<file path="src/rtl/yolo_axis_output_framer.sv">
// Output framer for the TinyYOLO compute unit: regenerates tlast from a programmed beat count,
// registers the stream through a 2-entry skid buffer and flags upstream framing errors.
module yolo_axis_output_framer #(
    parameter int C_AXIS_TDATA_WIDTH = 512,
    parameter int C_COUNT_WIDTH      = 32
) (
    input  logic                          aclk,
    input  logic                          areset,
    input  logic                          ap_start,
    input  logic [C_COUNT_WIDTH-1:0]      cfg_total_beats,
    input  logic                          s_axis_tvalid,
    output logic                          s_axis_tready,
    input  logic [C_AXIS_TDATA_WIDTH-1:0] s_axis_tdata,
    input  logic                          s_axis_tlast,
    output logic                          m_axis_tvalid,
    input  logic                          m_axis_tready,
    output logic [C_AXIS_TDATA_WIDTH-1:0] m_axis_tdata,
    output logic                          m_axis_tlast,
    output logic                          ap_done,
    output logic [C_COUNT_WIDTH-1:0]      beat_count,
    output logic                          err_early_tlast,
    output logic                          err_missing_tlast,
    output logic                          err_overrun
);

    typedef enum logic [1:0] {IDLE, RUN, DRAIN, DONE} state_t;

    state_t                        state;
    state_t                        state_next;
    logic                          ap_start_q;
    logic                          start_rise;
    logic                          arm;
    logic                          arm_zero;
    logic [C_COUNT_WIDTH-1:0]      total_beats;
    logic [C_COUNT_WIDTH-1:0]      in_count;
    logic [C_AXIS_TDATA_WIDTH-1:0] buf_data [2];
    logic [1:0]                    buf_last;
    logic                          rd_ptr;
    logic                          wr_ptr;
    logic [1:0]                    occupancy;
    logic                          in_hs;
    logic                          push;
    logic                          pop;
    logic                          tag_last;

    assign start_rise = ap_start & ~ap_start_q;
    assign tag_last   = (in_count == total_beats - 1'b1);

    // Ready depends only on registered state and occupancy, never on m_axis_tready.
    assign s_axis_tready = ((state == RUN) && (occupancy != 2'd2)) || (state == DONE);
    assign in_hs         = s_axis_tvalid & s_axis_tready;
    assign push          = in_hs && (state == RUN);

    assign m_axis_tvalid = (occupancy != 2'd0);
    assign m_axis_tdata  = buf_data[rd_ptr];
    assign m_axis_tlast  = buf_last[rd_ptr];
    assign pop           = m_axis_tvalid & m_axis_tready;

    always_ff @(posedge aclk) begin
        if (areset) begin
            state <= IDLE;
        end else begin
            state <= state_next;
        end
    end

    always_comb begin
        state_next = state;
        arm        = 1'b0;
        arm_zero   = 1'b0;
        case (state)
            IDLE, DONE: begin
                if (start_rise) begin
                    arm = 1'b1;
                    if (cfg_total_beats != '0) begin
                        state_next = RUN;
                    end else begin
                        arm_zero   = 1'b1;
                        state_next = IDLE;
                    end
                end
            end
            RUN: begin
                if (push && tag_last) begin
                    state_next = DRAIN;
                end
            end
            DRAIN: begin
                if (pop && m_axis_tlast) begin
                    state_next = DONE;
                end
            end
            default: state_next = IDLE;
        endcase
    end

    always_ff @(posedge aclk) begin
        if (areset) begin
            ap_start_q        <= 1'b0;
            ap_done           <= 1'b0;
            total_beats       <= '0;
            in_count          <= '0;
            beat_count        <= '0;
            err_early_tlast   <= 1'b0;
            err_missing_tlast <= 1'b0;
            err_overrun       <= 1'b0;
        end else begin
            ap_start_q <= ap_start;
            ap_done    <= arm_zero | (pop & m_axis_tlast);
            if (arm) begin
                total_beats       <= cfg_total_beats;
                in_count          <= '0;
                beat_count        <= '0;
                err_early_tlast   <= 1'b0;
                err_missing_tlast <= 1'b0;
                err_overrun       <= 1'b0;
            end else begin
                if (push) begin
                    in_count <= in_count + 1'b1;
                    if (s_axis_tlast && !tag_last) begin
                        err_early_tlast <= 1'b1;
                    end
                    if (!s_axis_tlast && tag_last) begin
                        err_missing_tlast <= 1'b1;
                    end
                end
                if (in_hs && (state == DONE)) begin
                    err_overrun <= 1'b1;
                end
                if (pop && (beat_count != '1)) begin
                    beat_count <= beat_count + 1'b1;
                end
            end
        end
    end

    // Two-slot ring; the head slot is untouched while stalled, which keeps tdata/tlast stable.
    always_ff @(posedge aclk) begin
        if (areset) begin
            for (int i = 0; i < 2; i++) begin
                buf_data[i] <= '0;
            end
            buf_last  <= '0;
            rd_ptr    <= 1'b0;
            wr_ptr    <= 1'b0;
            occupancy <= 2'd0;
        end else begin
            if (push) begin
                buf_data[wr_ptr] <= s_axis_tdata;
                buf_last[wr_ptr] <= tag_last;
                wr_ptr           <= ~wr_ptr;
            end
            if (pop) begin
                rd_ptr <= ~rd_ptr;
            end
            case ({push, pop})
                2'b10:   occupancy <= occupancy + 2'd1;
                2'b01:   occupancy <= occupancy - 2'd1;
                default: occupancy <= occupancy;
            endcase
        end
    end

endmodule

</file>
<file path="config.mk">
export PLATFORM = sky130hd
export DESIGN_NAME = yolo_axis_output_framer
export DESIGN_NICKNAME = d
export VERILOG_FILES = /design/src/rtl/yolo_axis_output_framer.sv
export SDC_FILE = /design/constraint.sdc
export NUM_CORES = 2
export LEC_CHECK = 0
export CELL_PAD_IN_SITES_DETAIL_PLACEMENT = 1
export CELL_PAD_IN_SITES_GLOBAL_PLACEMENT = 1
export CORE_AREA = 2 2 428 430
export CTS_CLUSTER_SIZE = 25
export DETAILED_ROUTE_END_ITERATION = 6
export DIE_AREA = 0 0 430 432
export GPL_TIMING_DRIVEN = 0
export PLACE_DENSITY = 0.55
export SLEW_MARGIN = 10
export SYNTH_ARGS = -nofsm -noshare
export SYNTH_HDL_FRONTEND = slang
export SYNTH_SLANG_ARGS = --single-unit
</file>
<file path="constraint.sdc">
create_clock -name aclk -period 49.4 [get_ports aclk]
set_clock_uncertainty 0.15 [all_clocks]
set_input_delay 9.88 -clock aclk [delete_from_list [all_inputs] [get_ports aclk]]
set_output_delay 9.88 -clock aclk [all_outputs]
set_load 0.02 [all_outputs]
</file>
==> impl_metrics.env <==
export IMPL_initial_core_util_pct=27.2
export IMPL_first_global_vias=33897
export IMPL_async_flop_share_pct=0
export IMPL_synth_warnings=0
export IMPL_post_route_util_pct=37.8
export IMPL_cts_tree="built"
export IMPL_h_tree_depth=4
export IMPL_min_path_type="reg -> reg"
export IMPL_setup_viol=0
export IMPL_cts_root_buf="clkbuf_16"
export IMPL_grt_max_degree=55
export IMPL_p_leak_uw=0.0248
export IMPL_fin_crit_ns=14.13
export IMPL_grt_remaining_overflow=0
export IMPL_holdBufCountCts=0
export IMPL_status="finished, final reports clean"
export IMPL_clock_sinks=1134
export IMPL_clock_path_buffers=3
export IMPL_numCtsBuffers=141
export IMPL_grtUsageTotal_pct=20.5
export IMPL_layout_commonest_cell="clkdlybuf4s50_1"
export IMPL_fin_crit_sh_pct=28.6
export IMPL_drtIter0Drc=1534
export IMPL_irDropWorstVdd_uv=27.5
export IMPL_yosysSeqAreaShare_pct=66.7
export IMPL_drt_wirelength_per_cell_microns=26.8
export IMPL_wirelength_mm=195
export IMPL_slew_violations=0
export IMPL_hold_ws_ns=0.326
export IMPL_n_fill_cell=18972
export IMPL_die_h_microns=432
export IMPL_ant_nets=0
export IMPL_gp_congestion=0.828
export IMPL_insertion_delay_ns=0.78
export IMPL_core_area_sq_um=182000
export IMPL_synth_area_sq_um=49400
export IMPL_crit_type="reg -> out"
export IMPL_cp_arrival_ns=4.10
export IMPL_required_ns=39.37
export IMPL_nNetsFinal=5309
export IMPL_critPathLaunchType="flop"
export IMPL_final_cell_mix="clkdlybuf4s50_1 (1100), and2_1 (1027), edfxtp_1 (1024), mux2_2 (512), clkbuf_1 (242)"
export IMPL_vias=32885
export IMPL_final_setup_tns_ns=0
export IMPL_grt_pass1_wl_mm=267
export IMPL_fp_row_count=157
export IMPL_syn_num_nets=4024
export IMPL_max_freq_ghz=0.0708
export IMPL_rsz0062_at_grt="false"
export IMPL_cts_repair_resized=0
export IMPL_avgSynthCellArea_sq_um=14.2
export IMPL_syn_to_final_growth_pct=39.0
export IMPL_postCtsSetupBuffers=0
export IMPL_maxSlewHeadroom_pct=23.8
export IMPL_cellPowerDensity_nw_per_um2=45.1
export IMPL_ys_ff_latch=1134
export IMPL_worst_pin_slew_ns=1.14
export IMPL_antenna_found_initial=107
export IMPL_io_buffers=1100
export IMPL_crit_path_end_kind="output port"
export IMPL_drc=0
export IMPL_yosys_most_used_dff="edfxtp_1"
export IMPL_post_drt_via_cell_ratio=4.53
export IMPL_dieArea_sq_um=186000
export IMPL_clk_pin_slew_ns=0.05
export IMPL_synth_cell_types=57
export IMPL_hold_violations=0
export IMPL_cp_max_fo=10
export IMPL_drive_above_1_share_pct=15.6
export IMPL_cap_violations=0
export IMPL_drt_pass1_iter_count=5
export IMPL_fp_dieW_microns=430
export IMPL_synth_edf_count=1024
export IMPL_io_pin_count=1101
export IMPL_synthCells=3467
export IMPL_dp_hpwl_mm=151
flip-flops by register name (all words and copies together) (netlist names), named ones only:
signal / flops
wr_ptr: 1
total_beats: 32
err_overrun: 1
in_count: 32
buf_last: 2
ap_start_q: 1
beat_count: 32
err_missing_tlast: 1
buf_data: 1024
rd_ptr: 1
state: 2
ap_done: 1
occupancy: 2
err_early_tlast: 1
per-layer routing:
metal / up-vias / wire length [microns] / global-route usage [%] / share of wire, %
met1: 16621 / 72200 / 22.7 / 37
met2: 843 / 99500 / 36.1 / 51
li1: 14926 / - / - / -
met3: 371 / 16400 / 7.77 / 8.4
met5: - / 806 / 0 / 0.41
met4: 124 / 5680 / 6.58 / 2.9
logic make-up after synthesis:
logic type | after synthesis | synth area share [%]
buffers and inverters | 224 | 1.71
adders and majority gates | 7 | 0.177
xor gates and xnor gates | 96 | 1.70
muxes | 516 | 11.8
and+or+nand+nor | 1393 | 16.7
DFF | 1134 | 66.7
AOI/OAI and AO/OA | 97 | 1.20
synth_stat cells, types with 2 or more instances:
cell / number / area, sq um
nor3_1: 18 / 90.1
a21oi_1: 49 / 245
nand2_1: 110 / 413
a31oi_1: 5 / 31.3
dfxtp_1: 110 / 2200
ha_1: 7 / 87.6
a211oi_1: 3 / 22.5
o41ai_1: 2 / 17.5
xor2_1: 49 / 429
nand3b_1: 2 / 15.0
nand4_1: 29 / 181
clkbuf_1: 202 / 758
xnor2_1: 47 / 412
nor4_1: 19 / 119
nor4_2: 2 / 25.0
and2_1: 1027 / 6420
or3_1: 15 / 93.8
a21o_1: 3 / 22.5
o21bai_1: 3 / 22.5
o21ai_0: 14 / 70.1
and4_1: 10 / 87.6
inv_1: 18 / 67.6
nor4b_1: 2 / 17.5
nor2_1: 95 / 357
buf_2: 4 / 20.0
o311ai_0: 4 / 35.0
or2_2: 2 / 12.5
mux2i_1: 3 / 30.0
and3_1: 15 / 93.8
nand3_1: 24 / 120
nand2b_1: 11 / 68.8
edfxtp_1: 1024 / 30700
nor3b_1: 2 / 15.0
or4_1: 3 / 22.5
mux2_2: 512 / 5770
per-stage QoR:
stage	setup slack, ns	cell area (sq um)	cells	total power, uW
4_1_cts	34.95	68600	7239	3160
3_3_place_gp	-6.97	63400	6952	2260
3_5_place_dp	35.27	64300	6994	2160
6_report	35.27	68600	7263	3100
5_1_grt	35.03	68600	7249	3220
2_1_floorplan	13.81	49400	3467	1720
path summary, 6_finish.rpt:
| path | from | end | slack [ns] | cells after the start |
|---|---|---|---|---|
| worst max-delay path | flop | m_axis_tdata[433] | 35.27 | 5 |
| worst min register to register | buf_last[1]$_SDFFE_PP0P_ | buf_last[1]$_SDFFE_PP0P_ | 0.33 | 2 |
| worst max register to register | total_beats[0]$_SDFFE_PP0P_ | state[1]$_SDFFE_PP0P_ | 45.15 | 13 |
| worst min-delay path | buf_last[1]$_SDFFE_PP0P_ | buf_last[1]$_SDFFE_PP0P_ | 0.33 | 2 |
power by group:
part	internal, uW	total [uW]	switching, uW
Clock	565	980	415
Sequential	1150	1180	26.2
Combinational	412	937	525
layout make-up:
cell class | count | area (sq um) | share of cell area (%)
Sequential cell | 1134 | 33000 | 48.0
Multi-Input combinational cell | 2109 | 15600 | 22.7
Timing Repair Buffer | 1142 | 12000 | 17.4
Clock buffer | 192 | 3850 | 5.62
Tap cell | 2385 | 2980 | 4.35
Buffer | 206 | 781 | 1.14
Clock inverter | 53 | 395 | 0.576
Inverter | 18 | 67.6 | 0.0984
Antenna cell | 24 | 60.1 | 0.0875
critical path: stages (launching register included):
cell	delay [ns]
dfxtp_1	0.30
clkbuf_2	0.44
clkbuf_1	0.76
clkbuf_1	0.62
mux2_2	0.44
clkdlybuf4s50_1	0.73
(Power assumes the default switching activity.)
